==> src/rtl/key_pkg.sv <==
// Shared types and default timing constants for the push-button conditioner.
package key_pkg;

    typedef enum logic [1:0] {
        IDLE      = 2'd0,
        PRESS_CHK = 2'd1,
        HELD      = 2'd2,
        REL_CHK   = 2'd3
    } key_state_t;

    // Defaults assume a 50 MHz clock: 10 ms debounce, 0.5 s first repeat, 0.1 s repeat rate.
    localparam int DEFAULT_NUM_KEYS        = 3;
    localparam int DEFAULT_CNT_BITS        = 20;
    localparam int DEFAULT_DEBOUNCE_CYCLES = 500000;
    localparam int DEFAULT_REPEAT_DELAY    = 25000000;
    localparam int DEFAULT_REPEAT_PERIOD   = 5000000;

endpackage

==> src/rtl/key_debounce.sv <==
// One key: 2-flop synchronizer, debounce FSM and registered press/release strobes.
// Define KEY_AUTOREPEAT_EN to emit repeated press strobes while the key stays held.
module key_debounce
    import key_pkg::*;
#(
    parameter int DEBOUNCE_CYCLES = DEFAULT_DEBOUNCE_CYCLES,
    parameter int CNT_BITS        = DEFAULT_CNT_BITS,
    parameter int REPEAT_DELAY    = DEFAULT_REPEAT_DELAY,
    parameter int REPEAT_PERIOD   = DEFAULT_REPEAT_PERIOD
) (
    input  logic clk,
    input  logic n_rst,
    input  logic key_n,
    output logic key_level,
    output logic key_press,
    output logic key_release
);

    // Bad timing parameters are caught at elaboration rather than producing a silent mis-count.
    if (DEBOUNCE_CYCLES < 2 || longint'(DEBOUNCE_CYCLES) > ((longint'(1) << CNT_BITS) - 1)) begin : g_bad_debounce
        $error("key_debounce: DEBOUNCE_CYCLES out of range for CNT_BITS");
    end
    if (REPEAT_DELAY < 1 || REPEAT_PERIOD < 1) begin : g_bad_repeat
        $error("key_debounce: REPEAT_DELAY and REPEAT_PERIOD must be positive");
    end

`ifdef KEY_AUTOREPEAT_EN
    // The repeat intervals are far longer than the debounce window, so the shared counter widens to fit them.
    localparam int REP_MAX  = (REPEAT_DELAY > REPEAT_PERIOD) ? REPEAT_DELAY : REPEAT_PERIOD;
    localparam int REP_BITS = $clog2(REP_MAX + 1);
    localparam int CW       = (CNT_BITS > REP_BITS) ? CNT_BITS : REP_BITS;
    localparam logic [CW-1:0] DELAY_LAST  = CW'(REPEAT_DELAY - 1);
    localparam logic [CW-1:0] PERIOD_LAST = CW'(REPEAT_PERIOD - 1);
`else
    localparam int CW = CNT_BITS;
`endif
    localparam logic [CW-1:0] DB_LAST = CW'(DEBOUNCE_CYCLES - 1);

    logic [1:0]    sync_q;
    logic          key_sync;
    key_state_t    state, state_nxt;
    logic [CW-1:0] cnt, cnt_nxt;
    logic          level_nxt, press_nxt, release_nxt;
`ifdef KEY_AUTOREPEAT_EN
    logic          rep_phase, rep_phase_nxt;
`endif

    assign key_sync = sync_q[1];

    always_ff @(posedge clk) begin
        if (!n_rst) begin
            sync_q      <= 2'b11;
            state       <= IDLE;
            cnt         <= '0;
            key_level   <= 1'b0;
            key_press   <= 1'b0;
            key_release <= 1'b0;
`ifdef KEY_AUTOREPEAT_EN
            rep_phase   <= 1'b0;
`endif
        end else begin
            sync_q      <= {sync_q[0], key_n};
            state       <= state_nxt;
            cnt         <= cnt_nxt;
            key_level   <= level_nxt;
            key_press   <= press_nxt;
            key_release <= release_nxt;
`ifdef KEY_AUTOREPEAT_EN
            rep_phase   <= rep_phase_nxt;
`endif
        end
    end

    always_comb begin
        state_nxt     = state;
        cnt_nxt       = cnt;
        level_nxt     = key_level;
        press_nxt     = 1'b0;
        release_nxt   = 1'b0;
`ifdef KEY_AUTOREPEAT_EN
        rep_phase_nxt = rep_phase;
`endif
        unique case (state)
            IDLE: begin
                if (!key_sync) begin
                    state_nxt = PRESS_CHK;
                    cnt_nxt   = '0;
                end
            end
            PRESS_CHK: begin
                if (key_sync) begin
                    state_nxt = IDLE;
                end else if (cnt == DB_LAST) begin
                    state_nxt     = HELD;
                    level_nxt     = 1'b1;
                    press_nxt     = 1'b1;
                    cnt_nxt       = '0;
`ifdef KEY_AUTOREPEAT_EN
                    rep_phase_nxt = 1'b0;
`endif
                end else begin
                    cnt_nxt = cnt + 1'b1;
                end
            end
            HELD: begin
                if (key_sync) begin
                    state_nxt = REL_CHK;
                    cnt_nxt   = '0;
`ifdef KEY_AUTOREPEAT_EN
                // rep_phase selects the long initial wait versus the short repeat period.
                end else if ((!rep_phase && cnt == DELAY_LAST) || (rep_phase && cnt == PERIOD_LAST)) begin
                    press_nxt     = 1'b1;
                    cnt_nxt       = '0;
                    rep_phase_nxt = 1'b1;
                end else begin
                    cnt_nxt = cnt + 1'b1;
`endif
                end
            end
            REL_CHK: begin
                if (!key_sync) begin
                    state_nxt     = HELD;
                    cnt_nxt       = '0;
`ifdef KEY_AUTOREPEAT_EN
                    rep_phase_nxt = 1'b0;
`endif
                end else if (cnt == DB_LAST) begin
                    state_nxt   = IDLE;
                    level_nxt   = 1'b0;
                    release_nxt = 1'b1;
                end else begin
                    cnt_nxt = cnt + 1'b1;
                end
            end
            default: begin
                state_nxt = IDLE;
            end
        endcase
    end

endmodule

==> src/rtl/key_conditioner.sv <==
// Conditions NUM_KEYS active-low push-buttons into clean levels and press/release strobes.
// Autorepeat of press strobes is enabled by defining KEY_AUTOREPEAT_EN.
module key_conditioner
    import key_pkg::*;
#(
    parameter int NUM_KEYS        = DEFAULT_NUM_KEYS,
    parameter int DEBOUNCE_CYCLES = DEFAULT_DEBOUNCE_CYCLES,
    parameter int CNT_BITS        = DEFAULT_CNT_BITS,
    parameter int REPEAT_DELAY    = DEFAULT_REPEAT_DELAY,
    parameter int REPEAT_PERIOD   = DEFAULT_REPEAT_PERIOD
) (
    input  logic                clk,
    input  logic                n_rst,
    input  logic [NUM_KEYS-1:0] key_n,
    output logic [NUM_KEYS-1:0] key_level,
    output logic [NUM_KEYS-1:0] key_press,
    output logic [NUM_KEYS-1:0] key_release
);

    for (genvar i = 0; i < NUM_KEYS; i++) begin : g_key
        key_debounce #(
            .DEBOUNCE_CYCLES(DEBOUNCE_CYCLES),
            .CNT_BITS       (CNT_BITS),
            .REPEAT_DELAY   (REPEAT_DELAY),
            .REPEAT_PERIOD  (REPEAT_PERIOD)
        ) u_key (
            .clk        (clk),
            .n_rst      (n_rst),
            .key_n      (key_n[i]),
            .key_level  (key_level[i]),
            .key_press  (key_press[i]),
            .key_release(key_release[i])
        );
    end

endmodule

==> config.mk <==
export PLATFORM = sky130hd
export DESIGN_NAME = key_conditioner
export DESIGN_NICKNAME = d
export VERILOG_FILES = /design/src/rtl/key_pkg.sv /design/src/rtl/key_debounce.sv /design/src/rtl/key_conditioner.sv
export SDC_FILE = /design/constraint.sdc
export NUM_CORES = 1
export LEC_CHECK = 0
export ABC_CLOCK_PERIOD_IN_PS = 2200
export CORE_ASPECT_RATIO = 2
export CORE_UTILIZATION = 61
export DETAILED_ROUTE_END_ITERATION = 16
export GPL_TIMING_DRIVEN = 0
export PLACE_DENSITY_LB_ADDON = 0.08
export SLEW_MARGIN = 5
export SYNTH_ARGS = -nofsm -noshare
export SYNTH_HDL_FRONTEND = slang
export SYNTH_SLANG_ARGS = --single-unit
==> constraint.sdc <==
create_clock -name clk -period 2.2 [get_ports clk]
set_input_delay 0.44 -clock clk [delete_from_list [all_inputs] [get_ports clk]]
set_output_delay 0.44 -clock clk [all_outputs]
set_load 0.02 [all_outputs]
### Word-level counts from Yosys, hierarchy flattened

Cells that the tools add are included.

* bits in registers: 81
* output and inout port bits: 9

* $add $sub $neg: 3
* eq/ne operators: 39
* muxes and demuxes: 60
* bitwise gates (word level): 4
* reductions and logical operators: 21

Operators by type and width (number)
* 2-to-1 mux 20 bit: 18
* case mux 20 bit (4 select lines): 3
* adder 20 x 1 -> 20 bit, second input constant: 3
* equality test 20 x 19 -> 1 bit, second input constant: 3
* 2-to-1 mux 2 bit: 18
* inequality test 2 x 1 -> 1 bit, second input constant: 12
* case mux 2 bit (4 select lines): 3
* AND reduction 4 bit: 6
* inequality test 3 bit, second input constant: 6
* 2-to-1 mux 1 bit: 15
* AND reduction 5 bit: 3
* equality test 2 bit, second input constant: 6
* inequality test 2 bit, second input constant: 6
* inequality test 3 x 1 -> 1 bit, second input constant: 3
* AND reduction 3 bit: 3
* OR reduction 3 bit: 3
* equality test 2 x 1 -> 1 bit, second input constant: 3
* zero test 2 bit: 3
* case mux 1 bit (2 select lines): 3
* nonzero test 2 bit: 3
* inverter 1 bit: 4

### Logic depth before layout (Yosys ltp)

Gate-level depths: netlist (run 1).

* word-level depth: 4
* mapped depth: 7
* gate-level depth less buffers: 6

### Cells and area by module

A second synthesis (run 1) with hierarchy kept.

* cells, all modules: 501
* area, all modules: 4242.8 um^2

Modules (own cells, without submodules)
* key_debounce at g_key[0].u_key: times used 1, cells an instance 179, area each 1492.7 um^2, sequential area each 540.5 um^2
* key_debounce at g_key[2].u_key: times used 1, cells an instance 166, area each 1436.4 um^2, sequential area each 540.5 um^2
* key_debounce at g_key[1].u_key: times used 1, cells an instance 156, area each 1313.8 um^2, sequential area each 540.5 um^2

### Least setup slack after synthesis (run 1)

OpenSTA, ideal clock, no wires.

* path type: register -> register
* from: register g_key[1].u_key.cnt[0]
* to: register g_key[1].u_key.cnt[5]
* library setup time: 0.070 ns
* arrival time: 1.818 ns
* path slack: 0.312 ns
* cell stages (with the launch flop): 8
* path buffers: 1
* period minus slack after synthesis: 1.888 ns
* cells stage by stage: dfxtp_1 ha_1 and4_1 clkbuf_1 and3_1 a21bo_2 or3_1 a21oi_1

* word-level cells in the longest chain between the ends: 4

RTL lines
* start: declaration: RTL line key_debounce.sv:42 `logic [CW-1:0] cnt, cnt_nxt;`
* start signal: assignment: RTL line key_debounce.sv:64 `cnt <= cnt_nxt;`
* adder 20 x 1 -> 20 bit or equality test 20 x 19 -> 1 bit (tied branches)
* 2-to-1 mux 20 bit, on equally long branches: RTL line key_debounce.sv:127, key_debounce.sv:93
* 2-to-1 mux 20 bit, on equally long branches: RTL line key_debounce.sv:121, key_debounce.sv:91
* case mux 20 bit (4 select lines): RTL line key_debounce.sv:83 `unique case (state)`

Several ways; a longest one is shown, not always the timed one. The select of a mux whose other input is x is not followed.
A chain may end at the register's enable or synchronous reset.

### Final worst setup path (run 1)

* from: register g_key[0].u_key.cnt[0]
* to: register g_key[0].u_key.cnt[9]

* word-level cells in the longest chain between the ends: 4

RTL lines (RTL line)
* start: declaration: key_debounce.sv:42
* start signal: assignment: key_debounce.sv:64
* adder 20 x 1 -> 20 bit or equality test 20 x 19 -> 1 bit (tied branches)
* 2-to-1 mux 20 bit, on equally long branches: key_debounce.sv:127, key_debounce.sv:93
* 2-to-1 mux 20 bit, on equally long branches: key_debounce.sv:121, key_debounce.sv:91
* case mux 20 bit (4 select lines): key_debounce.sv:83

Several ways; a longest one is shown, not always the timed one. The select of a mux whose other input is x is not followed.

==> results of run 1 <==
sequential cells by signal (all words and copies together), names as in the netlist, named ones only:
signal and cells:
g_key.u_key.key_level 3, g_key.u_key.key_release 3, g_key.u_key.cnt 60, g_key.u_key.key_press 3, g_key.u_key.state 3, g_key.u_key.sync_q 6
how the worst max path moves through the flow:
stage | end | slack, ns
global placement | g_key[0].u_key.cnt[16]$_SDFFE_PN0P_ | -0.30
detailed placement | g_key[0].u_key.cnt[16]$_SDFFE_PN0P_ | -0.42
floorplan | g_key[1].u_key.cnt[5]$_SDFFE_PN0P_ | 0.31
global route | g_key[0].u_key.cnt[16]$_SDFFE_PN0P_ | -0.09
finish | g_key[0].u_key.cnt[9]$_SDFFE_PN0P_ | 0.06
CTS | g_key[1].u_key.cnt[16]$_SDFFE_PN0P_ | 0.003
cell type report:
cell class                 instances  area [um2]  area share, %
tap                               90         113           2.29
buffer                            34         214           4.35
sequential                        81        1620           33.0
inverter                          12        45.0          0.915
timing repair buffer              13         130           2.64
clock buffer                      13         280           5.70
clock inverter                     2        35.0          0.712
multi-input combinational        397        2480           50.4
logic make-up after synthesis:
kind of cell / synth area share (%)
compound gates: 13.8
mux: 1.39
fa+ha+maj: 0.872
simple gates: 34.5
xor+xnor: 5.70
flops: 37.7
buf+inv: 6.07
power by group through the flow:
stage               Clock [uW]  Combinational [uW]  Sequential (uW)
global placement             0                 153             1520
floorplan                    0                 107             1520
CTS                       1590                 157             1490
finish                    1570                 160             1490
global route              1640                 175             1490
detailed placement           0                 156             1520
synth_stat cells (3+ instances only):
library cell   n
and4_1         9
buf_6          4
buf_4          9
nand2_1       48
nand2b_1      13
buf_2          8
clkbuf_1      13
a22oi_1        7
and2_1         4
o21ai_1        3
nor4_1        13
nand3_1       37
or4_1          7
xnor2_1       16
xor2_1        12
a211oi_1       5
o211ai_1       6
nor4bb_1       3
o2111ai_1      4
or3_1          9
a31oi_1        3
nand4_1       23
o31ai_1        5
inv_1         12
ha_1           3
a21oi_1       22
nand3b_1       4
nor4b_1        6
o21ai_0       11
nor2_1        57
dfxtp_1       81
mux2i_1        6
nor2b_1        3
nor3_1        14
and3_1        12
routing by layer:
metal | share of wire (%) | vias up | GRT usage, %
li1 | - | 1964 | -
met1 | 38 | 1866 | 31.9
met2 | 54 | 80 | 53.3
met3 | 3.4 | 35 | 8.02
met4 | 5.0 | 0 | 22.4
met5 | 0 | - | 0
cells in the final DEF, fill, tap and decap left out, drive strengths merged, types with 13 or more instances in the layout:
cell type / netlist / layout
dfxtp: 81 / 81
nor2: 57 / 57
nand2: 48 / 48
nand3: 37 / 37
clkbuf: 13 / 25
nand4: 23 / 23
a21oi: 23 / 23
buf: 22 / 22
xnor2: 16 / 16
nor3: 15 / 15
o21ai: 15 / 15
nor4: 14 / 14
nand2b: 13 / 13
clkdlybuf4s50: 0 / 13
per-stage QoR:
step,util (%),hold WS (ns),TNS [ns],power (uW)
after floorplan,-,0.386,0,1630
after global placement,66.0,0.393,-3.38,1670
after detailed placement,66.0,0.403,-4.36,1680
after CTS,70.7,0.421,0,3240
after global routing,71.5,0.435,-0.405,3310
final,71.5,0.417,0,3220
what timing repair did:
item                                   in CTS  in global routing
gates cloned                                0                  0
hold buffers                                0                  0
endpoints found under the hold margin       0                  0
setup endpoints to repair                   4                 25
resized for setup                           1                 12
==> impl_metrics.csv, run 1 <==
group,metric,value,unit
cts,cts_made_buffers,9,
worst_setup_path,reg2reg_from,"g_key[0].u_key.cnt[0]$_SDFFE_PN0P_",
place,hpwl,7.42,mm
cts,postCtsSetupBuffers,0,
floorplan,die_area,7420,um2
worst_setup_path,required,2.43,ns
worst_setup_path,cp_cell_sequence,"ha_1 -> nand4_1 -> nor4_2 -> a21o_2 -> or4_1 -> nand2_1",
sta,period_share,97.2,%
cells_and_area,drive_gt1_share,10.7,%
worst_hold_path,holdPathStages,1,
worst_hold_path,hp-class,"reg2reg",
yosys,ys_warn_count,0,
worst_setup_path,cpLargestDelayFamily,"simple AND/OR/NAND/NOR gates",
power_and_ir_drop,swShare,21.0,%
sta,finalCriticalPeriod,2.14,ns
yosys,synth_nets,533,
worst_setup_path,endpoint_kind,"flip-flop",
floorplan,io-pin-count,14,
status,outcome,"finished, final reports clean",
sta,hold_violations,0,
cts,path_clk_slew,0.06,ns
floorplan,die_y,121,um
cts,root_buffer,"clkbuf_16",
worst_setup_path,worstPathMaxFanout,9,
cts,cts_sinks,81,
power_and_ir_drop,power_density,654,nW/um2
cells_and_area,diodes,0,
worst_hold_path,hp-start,"g_key[1].u_key.sync_q[0]$_SDFF_PN1_",
route,firstDrtPassIters,4,
floorplan,row_count,43,
yosys,synth_cells,525,
yosys,synth_cell_types,61,
worst_setup_path,r2r_end,"g_key[0].u_key.cnt[9]$_SDFFE_PN0P_",
worst_setup_path,slowest_stage,"dfxtp_1",
power_and_ir_drop,switchingPower,676,uW
sta,fmax,468,MHz
place,dp_slack,-0.415,ns
route,drtAntennaViolNets,0,
worst_setup_path,cp_num_cells,6,
worst_setup_path,r2r_cells,6,
cells_and_area,area_growth,14.3,%
grt,antenna_found_initial,0,
yosys,synth_edf_count,0,
cells_and_area,stdcell_area,4920,um2
yosys,yosysTopAreaCell,"dfxtp_1",
worst_setup_path,cp-start-kind,"flip-flop",
cells_and_area,fin_nets,556,
sta,max_slew.worst_pin.slew,0.670,ns
place,portBuffers,13,
power_and_ir_drop,pwr-share-clk,48.7,%
cts,cts_buffer_depth,2,
route,remaining_drc_errors,0,
cts,clk_latency,0.35,ns
route,routedWlPerCell,16.4,um
floorplan,fp.coreArea,6890,um2
grt,grt-ovfl-total,0,
grt,grt_use_total,31.6,%
yosys,synth-seq-cells,81,
sta,fin_ws,0.0621,ns
route,first_iter_violations,292,
sta,skew,0.00519,ns
yosys,synth_area,4310,um2
place,gp_congestion,0.944,
power_and_ir_drop,power.leakage,0.00165,uW
worst_setup_path,r2r_setup_slack,0.06,ns
yosys,synthTopCellsByArea,"dfxtp_1, nor2_1, nand3_1, nand2_1, nand4_1",
route,drt-total-wl,10.5,mm
worst_setup_path,crit_buf_inv,0,
power_and_ir_drop,p_int,2540,uW
route,vias_per_cell,6.14,
cells_and_area,fin_cells,642,
power_and_ir_drop,ir_drop,0.475,mV
grt,grt_pass1_wl,17.5,mm
worst_setup_path,startpoint,"g_key[0].u_key.cnt[0]$_SDFFE_PN0P_",
sta,setup_viol,0,
power_and_ir_drop,seqPwrFrac,46.3,%
cts,cts_tree,"yes",
sta,rsz0062_at_grt,"yes",
worst_setup_path,crit_type,"reg2reg",
sta,slew_headroom,55.0,%
worst_setup_path,slowest_delay,0.44,ns
yosys,synth_seq_area_share,37.7,%
yosys,synth_area_per_cell,8.20,um2
route,via_count,3945,
cells_and_area,n_fill_cell,592,
yosys,yosys.area.top_type_share,37.7,%
worst_setup_path,cp.arrival,2.37,ns
sta,slew_viol_final,0,
cts,clock_tree.htree_level_count,3,
power_and_ir_drop,pwr-share-comb,5.0,%
floorplan,die_x,61.4,um
job,cap_violations,0,
floorplan,start_util,62.5,%
yosys,synthArstFlopShare,0,%
grt,grt_max_degree,13,
yosys,ys.flop_type,"dfxtp_1",
worst_hold_path,hold_path_end,"g_key[1].u_key.sync_q[1]$_SDFF_PN1_",
place,place_area,4550,um2
place,numPlacedInstances,628,
grt,grt_pass1_vias,3863,
Power figures use the tool's default switching activity.
==> run 2, diff against run 1 <==
Settings changed: ABC_CLOCK_PERIOD_IN_PS 2200 to 1780, CORE_MARGIN set to 3, CORE_UTILIZATION 61 to 55.
Clock period 2.2 ns to 1.78 ns, I/O delays scaled along.
==> impl_metrics.csv, run 2 (synthesized netlist as in run 1, its figures left out) <==
group,metric,value,unit
status,outcome,"complete, but fails checks",
status,violations,"negative setup slack",
worst_setup_path,critPathCapture,"g_key[2].u_key.cnt[0]$_SDFFE_PN0P_",
route,routedWlPerCell,17.8,um
cells_and_area,fin_cells,679,
power_and_ir_drop,power_density,712,nW/um2
place,numPlacedInstances,632,
cts,clk_latency,0.34,ns
floorplan,row_count,45,
worst_setup_path,cp_cell_sequence,"or4_4 -> nor4_4 -> buf_4 -> a41o_1 -> buf_6 -> buf_8 -> nor2_1",
floorplan,fp.coreArea,7600,um2
sta,max_slew.worst_pin.slew,0.573,ns
place,place_area,4580,um2
route,via_count,4255,
sta,fin_ws,-0.0839,ns
cells_and_area,area_growth,28.0,%
grt,antenna_found_initial,0,
grt,grt_use_total,25.4,%
worst_setup_path,reg2reg_from,"g_key[2].u_key.cnt[5]$_SDFFE_PN0P_",
sta,tns,-1.28,ns
cts,cts_made_buffers,9,
place,gp_congestion,0.888,
route,first_iter_violations,309,
grt,grt_pass1_wl,17.7,mm
worst_hold_path,hp-class,"reg2reg",
grt,grt_pass1_vias,3892,
worst_setup_path,cp_num_cells,7,
grt,grt-ovfl-total,0,
worst_setup_path,crit_buf_inv,3,
sta,slew_viol_final,0,
grt,grt_max_degree,14,
cells_and_area,layout_common_cells,"dfxtp_1, nor2_1, nand2_1",
place,portBuffers,13,
worst_setup_path,endpoint_kind,"flip-flop",
sta,rsz0062_at_grt,"yes",
sta,hold_violations,0,
sta,fmax,537,MHz
cts,cts_sinks,81,
cts,clock_tree.htree_level_count,3,
worst_setup_path,r2r_end,"g_key[2].u_key.cnt[0]$_SDFFE_PN0P_",
floorplan,start_util,56.6,%
cells_and_area,multi_input_area,2760,um2
cells_and_area,final_common_cell,"dfxtp_1",
cells_and_area,reg_top3,"g_key.u_key.cnt (60), g_key.u_key.sync_q (6)",
sta,skew,0.00528,ns
sta,finalCriticalPeriod,1.86,ns
cells_and_area,top_register,"g_key.u_key.cnt",
cts,cts_buffer_depth,2,
cells_and_area,register_area,1660,um2
cts,path_clk_slew,0.06,ns
floorplan,die_y,131,um
cells_and_area,n_fill_cell,562,
worst_setup_path,cpLargestDelayFamily,"simple AND/OR/NAND/NOR gates",
cts,root_buffer,"clkbuf_16",
cts,ctsHoldBuffers,0,
route,firstDrtPassIters,5,
route,drt-total-wl,12.1,mm
worst_setup_path,r2r_setup_slack,-0.08,ns
sta,setup_viol,23,
floorplan,io-pin-count,14,
job,cap_violations,0,
cells_and_area,drive_gt1_share,26.0,%
floorplan,die_x,68.6,um
worst_setup_path,cp-start-kind,"flip-flop",
sta,slew_headroom,61.8,%
cts,cts_tree,"yes",
route,remaining_drc_errors,0,
worst_setup_path,crit_type,"reg2reg",
cells_and_area,diodes,0,
power_and_ir_drop,ir_drop,0.623,mV
cells_and_area,stdcell_area,5510,um2
cells_and_area,finish.utilization,72.5,%
power_and_ir_drop,power.leakage,0.00194,uW
floorplan,die_area,8990,um2
route,drtAntennaViolNets,0,
worst_setup_path,slowest_delay,0.54,ns
place,hpwl,7.61,mm
cells_and_area,largest_register_ffs,60,
worst_setup_path,required,2.01,ns
worst_setup_path,slowest_stage,"or4_4",
sta,period_share,105,%
worst_setup_path,worstPathMaxFanout,10,
worst_setup_path,cp.arrival,2.09,ns
route,vias_per_cell,6.27,
worst_setup_path,startpoint,"g_key[2].u_key.cnt[5]$_SDFFE_PN0P_",
worst_setup_path,r2r_cells,7,
cells_and_area,fin_nets,588,
-- run 2: layout make-up --
type                            count  area share, %
Multi-Input combinational cell    398           50.1
Sequential cell                    81           30.1
Timing Repair Buffer               47           7.17
Clock buffer                       11           4.40
Buffer                             31           4.24
Tap cell                           94           2.13
Clock inverter                      5          0.999
Inverter                           12          0.817
-- run 2: where the power goes --
group          leakage (uW)  total (uW)  switching, uW  internal, uW
clock              0.000142        1850            735          1120
sequential         0.000667        1840           12.4          1820
combinational       0.00113         233            130           103
total               0.00194        3930            878          3050
-- run 2: worst min-delay path by stage --
stage                                                    from                             endpoint  slack, ns  cells past startpoint
after global placement    g_key[0].u_key.sync_q[0]$_SDFF_PN1_  g_key[0].u_key.sync_q[1]$_SDFF_PN1_       0.39                      1
final                     g_key[0].u_key.sync_q[0]$_SDFF_PN1_  g_key[0].u_key.sync_q[1]$_SDFF_PN1_       0.41                      1
after CTS                 g_key[0].u_key.sync_q[0]$_SDFF_PN1_  g_key[0].u_key.sync_q[1]$_SDFF_PN1_       0.41                      1
after detailed placement  g_key[0].u_key.sync_q[0]$_SDFF_PN1_  g_key[0].u_key.sync_q[1]$_SDFF_PN1_       0.40                      1
after global routing      g_key[2].u_key.sync_q[0]$_SDFF_PN1_  g_key[2].u_key.sync_q[1]$_SDFF_PN1_       0.43                      1
after floorplan           g_key[0].u_key.sync_q[0]$_SDFF_PN1_  g_key[0].u_key.sync_q[1]$_SDFF_PN1_       0.39                      1
-- run 2: through the flow --
stage / worst slack [ns] / hold slack, ns / power (uW)
floorplan: 0.000296 / 0.386 / 2010
global placement: -0.723 / 0.393 / 2070
detailed placement: -0.749 / 0.396 / 2080
CTS: -0.105 / 0.407 / 3920
global route: -0.179 / 0.431 / 4040
finish: -0.0839 / 0.409 / 3930
-- run 2: worst reg2reg max path, delay by kind of cell, from the launching register on --
kind / cells / cell delay, ns
buffers and inverters: 3 / 0.46
DFF: 1 / 0.34
AOI/OAI and AO/OA: 1 / 0.18
and+or+nand+nor: 3 / 0.78
-- run 2: metal layers --
metal | global-route usage [%] | wire length [um]
met5 | 0 | 0
met4 | 13.2 | 568
met3 | 4.02 | 406
met2 | 45.1 | 6620
met1 | 26.9 | 4520
-- run 2: repair_timing --
action | CTS | global route
gates cloned | 0 | 2
resized for setup | 49 | 68
buffers inserted | 17 | 16
setup endpoints to repair | 70 | 63
pin swaps | 16 | 12
==> run 3, diff against run 2 <==
Settings changed: SKIP_CTS_REPAIR_TIMING set to 1.
==> impl_metrics.csv, run 3 (synthesized netlist as in run 1, its figures left out) <==
group,metric,value,unit
status,outcome,"complete, but fails checks",
status,violations,"negative setup slack",
sta,setup_viol,28,
floorplan,die_area,8990,um2
cts,cts_tree,"yes",
power_and_ir_drop,ir_drop,0.595,mV
cts,path_clk_slew,0.06,ns
cells_and_area,diodes,0,
route,firstDrtPassIters,5,
cells_and_area,reg_top3,"g_key.u_key.cnt (60), g_key.u_key.sync_q (6)",
floorplan,start_util,56.6,%
job,cap_violations,0,
cells_and_area,final_common_cell,"dfxtp_1",
cts,clock_tree.htree_level_count,3,
cells_and_area,top_register,"g_key.u_key.cnt",
route,drt-total-wl,11.9,mm
sta,max_slew.worst_pin.slew,0.505,ns
worst_setup_path,endpoint_kind,"flip-flop",
floorplan,die_x,68.6,um
cells_and_area,area_growth,29.1,%
power_and_ir_drop,finalPower,3910,uW
route,remaining_drc_errors,0,
cts,cts_sinks,81,
sta,slew_headroom,66.4,%
worst_setup_path,crit_type,"reg2reg",
floorplan,row_count,45,
worst_setup_path,cp-start-kind,"flip-flop",
route,drtAntennaViolNets,0,
sta,rsz0062_at_grt,"yes",
sta,finalCriticalPeriod,1.98,ns
power_and_ir_drop,power_density,705,nW/um2
place,place_area,4580,um2
route,vias_per_cell,6.21,
route,routedWlPerCell,17.4,um
grt,grt_pass1_vias,3710,
sta,holdWs,0.408,ns
sta,fmax,505,MHz
grt,antenna_found_initial,0,
worst_setup_path,cp.arrival,2.21,ns
floorplan,fp.coreArea,7600,um2
place,hpwl,7.61,mm
route,via_count,4234,
grt,grt_use_total,23.8,%
cts,root_buffer,"clkbuf_16",
cts,clk_latency,0.33,ns
floorplan,io-pin-count,14,
cells_and_area,largest_register_ffs,60,
worst_setup_path,worstPathMaxFanout,10,
cells_and_area,layout_common_cells,"dfxtp_1, nor2_1, nand2_1",
sta,skew,0.00392,ns
grt,grt-ovfl-total,0,
worst_setup_path,required,2.01,ns
grt,grt_pass1_wl,16.7,mm
sta,hold_violations,0,
worst_hold_path,hp-class,"reg2reg",
worst_setup_path,r2r_setup_slack,-0.20,ns
cells_and_area,fin_nets,591,
grt,grt_max_degree,14,
cells_and_area,drive_gt1_share,26.7,%
floorplan,die_y,131,um
power_and_ir_drop,power.leakage,0.00195,uW
cts,cts_buffer_depth,2,
sta,period_share,111,%
place,portBuffers,13,
cts,cts_made_buffers,9,
cells_and_area,fin_cells,682,
cells_and_area,stdcell_area,5560,um2
place,gp_congestion,0.888,
sta,slew_viol_final,0,
sta,fin_ws,-0.200,ns
route,first_iter_violations,446,
place,numPlacedInstances,632,
[run 3: cell count changes in the layout (fill, tap and decap cells not counted), moves of 3 or more]
cell	before	now
nor2_1	55	52
dfxtp_1	59	63
dfxtp_2	18	9
dfxtp_4	4	9
nor2_2	0	4
[run 3: report_power, final]
part	leakage, uW	total [uW]	switching, uW	internal [uW]
registers	0.000665	1830	11.6	1820
logic	0.00114	234	131	103
clock network	0.000142	1850	732	1120
[run 3: critical path: stages (launching register included)]
cell	delay, ns
dfxtp_4	0.36
or4_4	0.54
nor4_4	0.27
buf_4	0.20
a41o_1	0.18
buf_6	0.14
buf_8	0.13
nor2_1	0.05
[run 3: stage by stage]
step                      setup slack, ns  util (%)  TNS, ns
after floorplan                  0.000296         -        0
after global placement             -0.723      60.2   -23.99
after detailed placement           -0.749      60.2   -24.71
after CTS                          -0.414      64.1   -14.87
after global routing               -0.273      73.1    -7.48
final                              -0.200      73.1    -3.96
[run 3: path summary, 6_finish.rpt]
check,startpoint,endpoint,cells past startpoint
max,g_key[2].u_key.cnt[10]$_SDFFE_PN0P_,g_key[2].u_key.cnt[3]$_SDFFE_PN0P_,7
min,g_key[0].u_key.sync_q[0]$_SDFF_PN1_,g_key[0].u_key.sync_q[1]$_SDFF_PN1_,1
max reg2reg,g_key[2].u_key.cnt[10]$_SDFFE_PN0P_,g_key[2].u_key.cnt[3]$_SDFFE_PN0P_,7
min reg2reg,g_key[0].u_key.sync_q[0]$_SDFF_PN1_,g_key[0].u_key.sync_q[1]$_SDFF_PN1_,1
[run 3: area by class of cell]
type,instances,area (um2)
multi-input cells,398,2770
fillers,569,2040
flip-flops and latches,81,1670
repair buffers,51,430
clock buffers,11,243
plain buffers,30,225
well taps,94,118
clock inverters,5,55.1
inverters,12,45.0
[run 3: metal layers]
| layer | part of all wire, % | track usage [%] | vias to the layer above |
|---|---|---|---|
| met5 | 0 | 0 | - |
| met4 | 4.0 | 12.8 | 0 |
| met3 | 3.4 | 3.85 | 43 |
| met2 | 54 | 41.8 | 117 |
| met1 | 38 | 25.6 | 2032 |
| li1 | - | - | 2042 |
